===== src/rtl/dac_ch_sched.sv =====
// dac_ch_sched: round-robin arbiter sharing one SPI DAC writer between two channels.
// Optional `define DAC_SKIP_SAME_EN: suppress writes whose code matches the last one written.
module dac_ch_sched #(
  parameter logic [3:0]          CtrlA      = 4'b0011,
  parameter logic [3:0]          CtrlB      = 4'b1011,
  parameter int                  TimeoutW   = 16,
  parameter logic [TimeoutW-1:0] TimeoutMax = 16'd1000
) (
  input  logic        clk_i,
  input  logic        rst_i,
  input  logic        reqa_i,
  input  logic [11:0] codea_i,
  input  logic        reqb_i,
  input  logic [11:0] codeb_i,
  input  logic        eow_i,
  output logic        strw_o,
  output logic [15:0] din_o,
  output logic        acka_o,
  output logic        ackb_o,
  output logic        busy_o,
  output logic        err_o
);

  typedef enum logic [2:0] {
    IDLE,
    LOAD,
    START,
    WAIT,
    DONE
  } state_t;

  localparam logic [TimeoutW-1:0] WdLast = TimeoutMax - 1'b1;

  state_t              state_q, state_d;
  logic                gnt_q, gnt_d;
  logic                last_q, last_d;
  logic [15:0]         din_q, din_d;
  logic [TimeoutW-1:0] wd_q, wd_d;
  logic                err_d;
  logic                wd_top;
  logic                skip;

  assign wd_top = (wd_q == WdLast);

`ifdef DAC_SKIP_SAME_EN
  logic [11:0] mem_a_q, mem_b_q;
  logic        vld_a_q, vld_b_q;

  assign skip = gnt_q ? (vld_b_q && (codeb_i == mem_b_q))
                      : (vld_a_q && (codea_i == mem_a_q));

  // remember the code of each channel's last completed frame
  always_ff @(posedge clk_i or posedge rst_i) begin
    if (rst_i) begin
      mem_a_q <= '0;
      mem_b_q <= '0;
      vld_a_q <= 1'b0;
      vld_b_q <= 1'b0;
    end else if (state_q == DONE) begin
      if (gnt_q) begin
        mem_b_q <= din_q[11:0];
        vld_b_q <= 1'b1;
      end else begin
        mem_a_q <= din_q[11:0];
        vld_a_q <= 1'b1;
      end
    end
  end
`else
  assign skip = 1'b0;
`endif

  // state, grant, frame and watchdog registers
  always_ff @(posedge clk_i or posedge rst_i) begin
    if (rst_i) begin
      state_q <= IDLE;
      gnt_q   <= 1'b0;
      last_q  <= 1'b1;
      din_q   <= '0;
      wd_q    <= '0;
    end else begin
      state_q <= state_d;
      gnt_q   <= gnt_d;
      last_q  <= last_d;
      din_q   <= din_d;
      wd_q    <= wd_d;
    end
  end

  // next-state: arbitration, frame build, watchdog abort
  always_comb begin
    state_d = state_q;
    gnt_d   = gnt_q;
    last_d  = last_q;
    din_d   = din_q;
    wd_d    = wd_q;
    err_d   = 1'b0;
    unique case (state_q)
      IDLE: begin
        if (reqa_i || reqb_i) begin
          // A wins unless only B asks, or B lost last time
          gnt_d   = ~(reqa_i & (~reqb_i | last_q));
          state_d = LOAD;
        end
      end
      LOAD: begin
        din_d   = gnt_q ? {CtrlB, codeb_i}
                        : {CtrlA, codea_i};
        state_d = skip ? DONE : START;
      end
      START: begin
        wd_d    = '0;
        state_d = WAIT;
      end
      WAIT: begin
        if (eow_i) begin
          state_d = DONE;
        end else if (wd_top) begin
          err_d   = 1'b1;
          last_d  = gnt_q;
          state_d = IDLE;
        end else begin
          wd_d = wd_q + 1'b1;
        end
      end
      DONE: begin
        last_d  = gnt_q;
        state_d = IDLE;
      end
      default: state_d = IDLE;
    endcase
  end

  assign strw_o = (state_q == START);
  assign acka_o = (state_q == DONE) && !gnt_q;
  assign ackb_o = (state_q == DONE) && gnt_q;
  assign busy_o = (state_q != IDLE);
  assign err_o  = err_d;
  assign din_o  = din_q;

endmodule


===== config.mk =====
export PLATFORM = sky130hd
export DESIGN_NAME = dac_ch_sched
export DESIGN_NICKNAME = d
export VERILOG_FILES = /design/src/rtl/dac_ch_sched.sv
export SDC_FILE = /design/constraint.sdc
export NUM_CORES = 1
export LEC_CHECK = 0
export ABC_AREA = 1
export CAP_MARGIN = 5
export CORE_ASPECT_RATIO = 1.2
export CORE_MARGIN = 8
export CORE_UTILIZATION = 45
export CTS_CLUSTER_DIAMETER = 50
export DETAILED_ROUTE_END_ITERATION = 16
export PLACE_DENSITY = 0.72
export SYNTH_ARGS = -nofsm -noshare
export SYNTH_HDL_FRONTEND = slang
export SYNTH_SLANG_ARGS = --single-unit

===== constraint.sdc =====
create_clock -name clk_i -period 1.9 [get_ports clk_i]
set_input_delay 0.285 -clock clk_i [delete_from_list [all_inputs] [get_ports clk_i]]
set_output_delay 0.285 -clock clk_i [all_outputs]
set_load 0.05 [all_outputs]

* Word-level counts from Yosys, hierarchy flattened
Cells that the tools add are included. W data, S select, Z words.
Word-level totals: register bits after elaboration 37
Cells by class: add/sub/neg operators 1, equal/unequal tests 10, mux-type cells 14, bitwise operators 4, reductions and logical operators 12
Operators by type and width (count):
- $mux W16 | 3
- $pmux W16 S2 | 1
- $add A16 B1 Y16 const B | 1
- $eq A16 B10 Y1 const B | 1
- $pmux W3 S4 | 1
- $mux W3 | 3
- $ne A2 B2 Y1 const B | 4
- $eq A3 B2 Y1 const B | 2
- $reduce_and A3 Y1 | 2
- $mux W1 | 5
- $reduce_and A2 Y1 | 2
- $reduce_bool A2 Y1 | 2
- $eq A3 B1 Y1 const B | 1
- $eq A3 B3 Y1 const B | 1
- $logic_not A3 Y1 | 1
- $ne A3 B3 Y1 const B | 1
- $reduce_bool A3 Y1 | 1
- $logic_and A1 B1 Y1 | 2
- $not A1 Y1 | 2
- $pmux W1 S2 | 1
- $and A1 B1 Y1 | 1
- $logic_not A1 Y1 | 1
- $logic_or A1 B1 Y1 | 1
- $or A1 B1 Y1 | 1

* Logic depth before layout (Yosys ltp)
Gate-level depths: netlist of the first run.
depth in word-level cells 4, gate-level depth with buffers 12, mapped depth without buffers 11

* Worst setup path before layout of the first run
OpenSTA, ideal clock, no wires.
path type reg-to-reg, start register state_q[2], end register wd_q[10], library setup time 0.118 ns, arrival time 1.818 ns, required time 1.782 ns, path slack -0.036 ns, stages on the path, launching flop included 10, path buffers 1, cells stage by stage dfrtp_1 nor2_1 inv_1 nor2_1 inv_2 nand2_4 nand2_4 buf_6 nand2_1 nand2_1
On the way: longest elaborated chain between the ends 3, elaborated cells on any way between the ends 7
Ends and longest elaborated chain:
- start: declaration | line 34 | state_t state_q, state_d;
- start signal: assignment | line 82 | state_q <= state_d;
- $eq A3 B2 Y1 *
- named net strw_o | line 16 | output logic strw_o,
- $reduce_bool A2 Y1 (no line)
- $reduce_and A3 Y1 (no line)
- end signal: assignment | line 86 | wd_q <= wd_d;
- end: declaration | line 38 | logic [TimeoutW-1:0] wd_q, wd_d;
Mark *: on every way through the listed nets, which the timed path passes. The rest lies on a longest branch. A chain may end at the register's enable or synchronous reset.

* Final worst setup path of the first run
start register wd_q[1], end output err_o
On the way: longest elaborated chain between the ends 4
Ends and longest elaborated chain:
- $eq A16 B10 Y1 | line 43 | assign wd_top = (wd_q == WdLast);
- $mux W1 | line 118 | end else if (wd_top) begin
- $mux W1 | line 116 | if (eow_i) begin
- $mux W1 | line 98 | unique case (state_q)
- end: declaration | line 21 | output logic err_o
Every way passes these cells.

==> results.txt, run 1 <==
* Biggest area contributors in the synthesized netlist: sky130_fd_sc_hd__dfrtp_1, sky130_fd_sc_hd__nand2_1, sky130_fd_sc_hd__nor2_1
- Critical path fanouts, max: 4
- Worst relative slew slack: 0.656
* Vias in the first global route: 1795
- Count of hold buffers inserted by post-cts repair: 0
- Worst hold margin: 414 ps
- Summed over all layers, the routed wires come to 4980 um.
- For the pin with the worst max-slew slack, the measured transition is 515 ps.
* Yosys warning total: 0
- Dividing the detail-routed via count by the number of cells gives 4.86.
- Nature of the critical path endpoint: primary output
- Clock sink total: 35
- Entering global routing, the biggest net connects 36 pins.
- Fraction of final layout cells sized beyond drive strength 1: 0.110
- Std cell rows: 26
- Startpoint Class: flop
* H-tree depth: 2
- The synthesized netlist occupies a cell area of 0.00198 mm^2.
- DRC violation total after the first TritonRoute iteration: 87
- Final antenna diode count: 0
* Most frequent cells in the layout: sky130_fd_sc_hd__nand2_1, sky130_fd_sc_hd__nor2_1, sky130_fd_sc_hd__clkdlybuf4s50_1
* Non-Filler Instances: 392
- Worst Path Arrival: 1540 ps
- Number of unique standard cell types used by synthesis: 28
- Clock buffers created by TritonCTS: 5
- Total number of nets in the final design: 365
* X dimension of the die: 76.5 um
- From synthesis to final layout, the design area changed by 35.5%.
* Final weighted congestion in routability-driven placement: 0.872
- Synthesis handed over a netlist of 282 instances.
- Synthesis-stage register bit count: 35
- TritonCTS built the clock tree.
- Area of the multi-input gates: 962 um^2
- Cell taking the most area after synthesis: sky130_fd_sc_hd__dfrtp_1
* Hold Crit Class: input pin to async pin
* Status: completed
- Yosys top cell area share: 0.430
- Leaving out fill and tap cells, the most frequent cell in the layout is sky130_fd_sc_hd__nand2_1.
- Max capacitance violation total: 0
* Clock latency at the later pin of the worst-skew pair: 270 ps
* Buffer type at the clock tree root: sky130_fd_sc_hd__clkbuf_8
- The count of buffers added on input and output ports is 48.
- Wire length of the first global-routing pass: 8420 um
* Static power due to leakage: 0.00125 uW
- Aggregate global routing overflow: 0
* Post-DR wirelength/cell: 12.7 um
- Including well taps, the total number of placed cells is 382.
- Filler instances: 391
* Antenna Violating Nets Remaining: 0
- The worst-case IR drop observed on VDD is 0.000618 V.
- Mapped Nets: 312
* Global routing usage summed across all routing layers: 0.151
- For the finished layout, the period the worst path requires is 1830 ps.
- Data required, critical path: 1620 ps
- The initial antenna violation count came to 0.
- Die boundary height: 88.7 um
- Highest clock rate: 547 MHz
* Clk buf depth: 2
* Via total after detailed routing: 1905
- Initial cell density of the core: 0.464
* Largest clock skew in the final design: 3.69 ps
- PwrDens: 1400 mW/mm^2
- For this run, the register share of the synthesized area comes to 0.443.
- After legalization and detailed placement, the total HPWL measured 3640 um.
* Final worst path period share: 0.962
- Setup violations remaining at the end of the flow were counted as 0.
* Residual DRC: 0
* First drt pass iteration count: 4
* Total area of sequential cells: 877 um^2
* Count of boundary I/O pins: 50
- Averaged over all synthesized cells, the footprint is 7.02 um^2.
- The core region is 0.00426 mm^2.
- Type of the worst setup path: flop to primary output
* Final number of hold-violating endpoints: 0
* Clock Pin Slew Worst Setup and Hold Paths: 70 ps
- The final count of pins violating max slew is 0.
* Core occupancy in the finished layout: 0.629
- Die footprint: 0.00679 mm^2
what timing repair did:
action | 4_1_cts | 5_1_grt
endpoints found under the setup margin | 1 | 1
gates resized for setup | 1 | 3
buffers inserted | 0 | 2
pin swaps | 0 | 2
endpoints found under the hold margin | 0 | 0
cloned | 0 | 0
critical path: stages, from the launching register on:
cell,delay (ps)
sky130_fd_sc_hd__dfrtp_1,400
sky130_fd_sc_hd__ha_2,210
sky130_fd_sc_hd__nand2_1,80
sky130_fd_sc_hd__clkinv_1,70
sky130_fd_sc_hd__nand2_1,40
sky130_fd_sc_hd__nor2_1,100
sky130_fd_sc_hd__nand2_2,110
sky130_fd_sc_hd__nor2_4,110
sky130_fd_sc_hd__buf_12,140
metrics by stage:
step | setup WS (ps) | total power [uW] | cell area (um^2) | setup TNS [ps]
final | 72.4 | 3760 | 2680 | 0
after global routing | -12.9 | 4010 | 2680 | -12.9
after detailed placement | 241 | 3180 | 2550 | 0
after global placement | 281 | 3170 | 2550 | 0
after floorplan | 52.5 | 2520 | 1980 | 0
after CTS | 37.2 | 3790 | 2660 | 0
cell type report:
| class | count | area share |
|---|---|---|
| timing repair buffer | 54 | 0.210 |
| multi-input combinational | 210 | 0.359 |
| clock buffer | 8 | 0.0373 |
| tap | 56 | 0.0261 |
| inverter | 29 | 0.0406 |
| sequential | 35 | 0.327 |
registers in the layout, indices dropped and copies added, names as in the netlist:
register	flops
wd_q	16
din_o	14
state_q	3
gnt_q	1
last_q	1
report_power, final:
| group | switching [uW] | leakage [uW] | internal [uW] | total, uW |
|---|---|---|---|---|
| Combinational | 1420 | 0.000750 | 659 | 2070 |
| Sequential | 132 | 0.000450 | 966 | 1100 |
| Clock | 253 | 0.0000515 | 331 | 584 |
| Total | 1800 | 0.00125 | 1960 | 3760 |
cells in the mapped netlist, drive strengths merged:
| library cell | count |
|---|---|
| xnor2 | 1 |
| dfstp | 1 |
| a32oi | 1 |
| xor2 | 2 |
| or2 | 1 |
| nand2 | 92 |
| nor2 | 64 |
| o31ai | 12 |
| a21oi | 6 |
| buf | 4 |
| o21ai | 9 |
| dfrtp | 34 |
| nand3 | 13 |
| o22ai | 1 |
| nor3 | 3 |
| clkbuf | 4 |
| conb | 1 |
| inv | 28 |
| ha | 1 |
| nand4 | 3 |
| clkinv | 1 |
layer usage:
layer | up-vias | part of all wire | global-route usage
met5 | - | 0 | 0
met4 | 0 | 0.0092 | 0.0280
met3 | 4 | 0.056 | 0.0437
met2 | 50 | 0.46 | 0.260
met1 | 860 | 0.48 | 0.184
li1 | 991 | - | -
kinds of logic after synthesis:
logic type	count (synthesis)	synth area share
flip-flops	35	0.443
AND/OR/NAND/NOR	176	0.364
XOR/XNOR	3	0.0133
AO/OA/AOI/OAI	29	0.0929
adder cells (fa/ha/maj)	1	0.00632
other	1	0.00189
buffers and inverters	37	0.0784
worst paths after layout:
| kind | to | depth (start not counted) | slack [ps] | from |
|---|---|---|---|---|
| min in group clk_i | din_o[1] | 2 | 480 | din_o[1] |
| min | din_o[1] | 3 | 410 | rst_i |
| max | err_o | 8 | 70 | wd_q[1] |
| min reg2reg | din_o[1] | 2 | 480 | din_o[1] |
| max in group asynchronous | last_q | 3 | 1150 | rst_i |
| max reg2reg | wd_q[12] | 10 | 270 | wd_q[1] |
No activity file was read; power rests on OpenSTA's default activity.
==> run 2, diff against run 1 <==
- SLEW_MARGIN: default -> 20
==> results of run 2 <==
Same layout as run 1: the final DEF is identical, and so are final timing and power.
==> run 3, diff against run 2 <==
--- a/constraint.sdc
+++ b/constraint.sdc
@@ -3,2 +3,2 @@
 set_output_delay 0.285 -clock clk_i [all_outputs]
-set_load 0.05 [all_outputs]
+set_load 0.1 [all_outputs]
==> run 3 against run 2 <==
- worst setup slack got worse by 14 ps
- cell count up 0.51%
- combinational power up 34%
- global-route usage up 0.62 points
- critical path depth stayed put
- maximum frequency is 0.77% lower
- die area unchanged
- register-to-register slack better by 20 ps
- core utilization rose by 0.47 points
- critical path type unchanged
- largest power group unchanged
==> results.txt, run 3 (same netlist as run 1, synthesis figures left out) <==
- Status: completed
* Initial cell density of the core: 0.464 (unchanged)
- The final standard cell count with taps included and fillers excluded came to 394 (+0.51%).
- Global routing usage summed across all routing layers: 0.157 (+0.00623)
* Aggregate global routing overflow: 0 (unchanged)
- Placed cell area: 0.00255 mm^2 (-0.29%)
- The number of DRC violations after detailed routing came to 0 (unchanged).
* CP peak stage delay: 370 ps (-30 ps)
- Antenna Violating Nets Remaining: 0 (unchanged)
- Combinational share of power: 0.610 (+0.058)
- Clk buf depth: 2 (unchanged)
* Buffer type at the clock tree root: sky130_fd_sc_hd__clkbuf_8
* Die footprint: 0.00679 mm^2 (unchanged)
* Worst hold margin: 383 ps (-30.8 ps)
* Hold Crit Class: input pin to async pin
- Critical path fanouts, max: 4 (unchanged)
- The critical path is of the flop to primary output type.
- The core region area came to 0.00426 mm^2 (unchanged).
- Count of hold buffers inserted by post-cts repair: 0 (unchanged)
* Final number of hold-violating endpoints: 0 (unchanged)
* Most common cell after layout, fill and taps aside: sky130_fd_sc_hd__nand2_1
- The cell area power density was 1680 mW/mm^2 (+20%).
- The initial antenna violation count came to 0 (unchanged).
* Die boundary height: 88.7 um (unchanged)
- The number of rows in the core area is 26 (unchanged).
- On the critical path, the stage with the largest delay is an instance of sky130_fd_sc_hd__dfrtp_1.
* Post-route cell area: 0.00270 mm^2 (+0.75%)
* Vias in the first global route: 1882 (+4.8%)
- Total number of nets in the final design: 367 (+0.55%)
* Via total after detailed routing: 1957 (+2.7%)
- The leakage component of the power came to 0.00129 uW (+3.1%).
- The per-cell via count in the routed design is 4.97 (+2.2%).
- Most frequent cells in the layout: sky130_fd_sc_hd__nand2_1, sky130_fd_sc_hd__nor2_1, sky130_fd_sc_hd__dfrtp_1
* Switching share of total power: 0.553 (+0.0740)
- H-tree depth: 2 (unchanged)
- The number of violations reported at the end of detailed-routing iteration 0 came to 78 (-10%).
* Highest clock rate: 543 MHz (-0.77%)
- The cell-internal power came to 2030 uW (+3.6%).
- Post-DR wirelength/cell: 12.9 um (+1.9%)
- The number of buffer cells added on primary ports came to 48 (unchanged).
- The maximum resistive drop on vdd was 0.000718 V (+16%).
- Final worst path period share: 0.969 (+0.00747)
- Fraction of final layout cells sized beyond drive strength 1: 0.172 (+0.0615)
- Detailed-placement wirelength estimate: 3820 um (+4.9%)
* Clock sink total: 35 (unchanged)
- Data required, critical path: 1620 ps (about the same)
- The clock latency on the worst-skew pair came to 290 ps (+20 ps).
* Nature of the critical path endpoint: primary output
- Register ranked first by flip-flop count: wd_q
- The first-pass GRT wire length came to 8740 um (+3.8%).
- Slew Viols, Final: 0 (unchanged)
- The number of diodes added for antenna fixing is 0 (unchanged).
* First drt pass iteration count: 4 (unchanged)
* TritonCTS clock tree: yes
* Worst Path Arrival: 1560 ps (+20 ps)
* Final-report setup violation count: 0 (unchanged)
- X dimension of the die: 76.5 um (unchanged)
* Sequential fraction of design power: 0.241 (-0.051)
- Instance count after placement with tap cells included: 382 (unchanged)
* Largest clock skew in the final design: 8.02 ps (+4.34 ps)
- The critical path goes through ha_2, nand2_1, clkinv_1, nand2_1, nor2_1, nand2_2, nor2_4, buf_12.
- Final WL: 5100 um (+2.4%)
- Flip-flop count of the largest register after layout: 16 (unchanged)
- Final min period: 1840 ps (+14.2 ps)
- In this design, the critical path's most frequently occurring cell is sky130_fd_sc_hd__nand2_1.
- The total CTS buffers was 5 (unchanged).
* Max capacitance violation total: 0 (unchanged)
- Setup repair after global routing missed its margin: true
- Clock Pin Slew Worst Setup and Hold Paths: 80 ps (about the same)
- The I/O pin count is 50 (unchanged).
- The final weighted congestion of routability-driven global placement is 0.854 (-2.0%).
- Largest net degree at the start of global routing: 36 (unchanged)
* Area growth from synthesis to final layout: 36.5%
* Net switching component of the power: 2510 uW (+39%)
- Startpoint Class: flop
* Clock power frac: 0.149 (-0.006)
[run 3: cell types whose count changed in the layout (fill, tap and decap cells not counted), sizes merged]
cell,delta
clkinv,+2
clkdlybuf4s50,-15
buf,+17
bufinv,+1
clkbuf,-3
[run 3: per-stage QoR]
step | util | total power [uW] | TNS, ps | setup slack, ps
after global placement | 0.597 | 3810 | 0 | 277
after floorplan | - | 3160 | 0 | 98.2
after CTS | 0.628 | 4560 | 0 | 21.7
after global routing | 0.634 | 4780 | -9.42 | -9.42
final | 0.634 | 4540 | 0 | 58.2
after detailed placement | 0.597 | 3840 | 0 | 205
[run 3: layout make-up]
type | instances | area [um^2]
fillers | 396 | 1560
multi-input cells | 210 | 980
flip-flops and latches | 35 | 877
repair buffers | 56 | 553
inverters | 29 | 109
well taps | 56 | 70.1
clock buffers | 5 | 68.8
clock inverters | 3 | 43.8
[run 3: critical path, delay by kind of cell (launching register included)]
kind	cells	cell delay (ps)
buf+inv	2	250
fa+ha+maj	1	200
flops	1	370
simple gates	5	450
[run 3: repair_timing]
item,4_1_cts,5_1_grt
hold endpoints to repair,0,0
cloned,0,0
pin swaps,0,2
buffers inserted,2,2
gates resized for setup,1,3
setup endpoints to repair,1,1
[run 3: worst paths after layout]
kind / from / to / slack [ps] / cells after the start
min in group clk_i: din_o[1] / din_o[1] / 490 / 2
max in group asynchronous: rst_i / last_q / 1180 / 3
setup / recovery: wd_q[1] / err_o / 60 / 8
hold reg to reg: din_o[1] / din_o[1] / 490 / 2
hold / removal: rst_i / wd_q[11] / 380 / 3
setup reg to reg: wd_q[1] / wd_q[5] / 290 / 10
[run 3: layer usage]
metal / wire, um / up-vias / GRT usage
met5: 0 / - / 0
met4: 62 / 0 / 0.0578
met3: 355 / 7 / 0.0447
met2: 2390 / 70 / 0.267
met1: 2290 / 892 / 0.186
li1: - / 988 / -
[run 3: power by group through the flow]
stage,registers (uW),logic [uW],clock network (uW)
2_1_floorplan,2090,1070,0
3_3_place_gp,1110,2710,0
3_5_place_dp,1110,2730,0
4_1_cts,1090,2780,698
5_1_grt,1120,2930,720
6_report,1090,2770,677
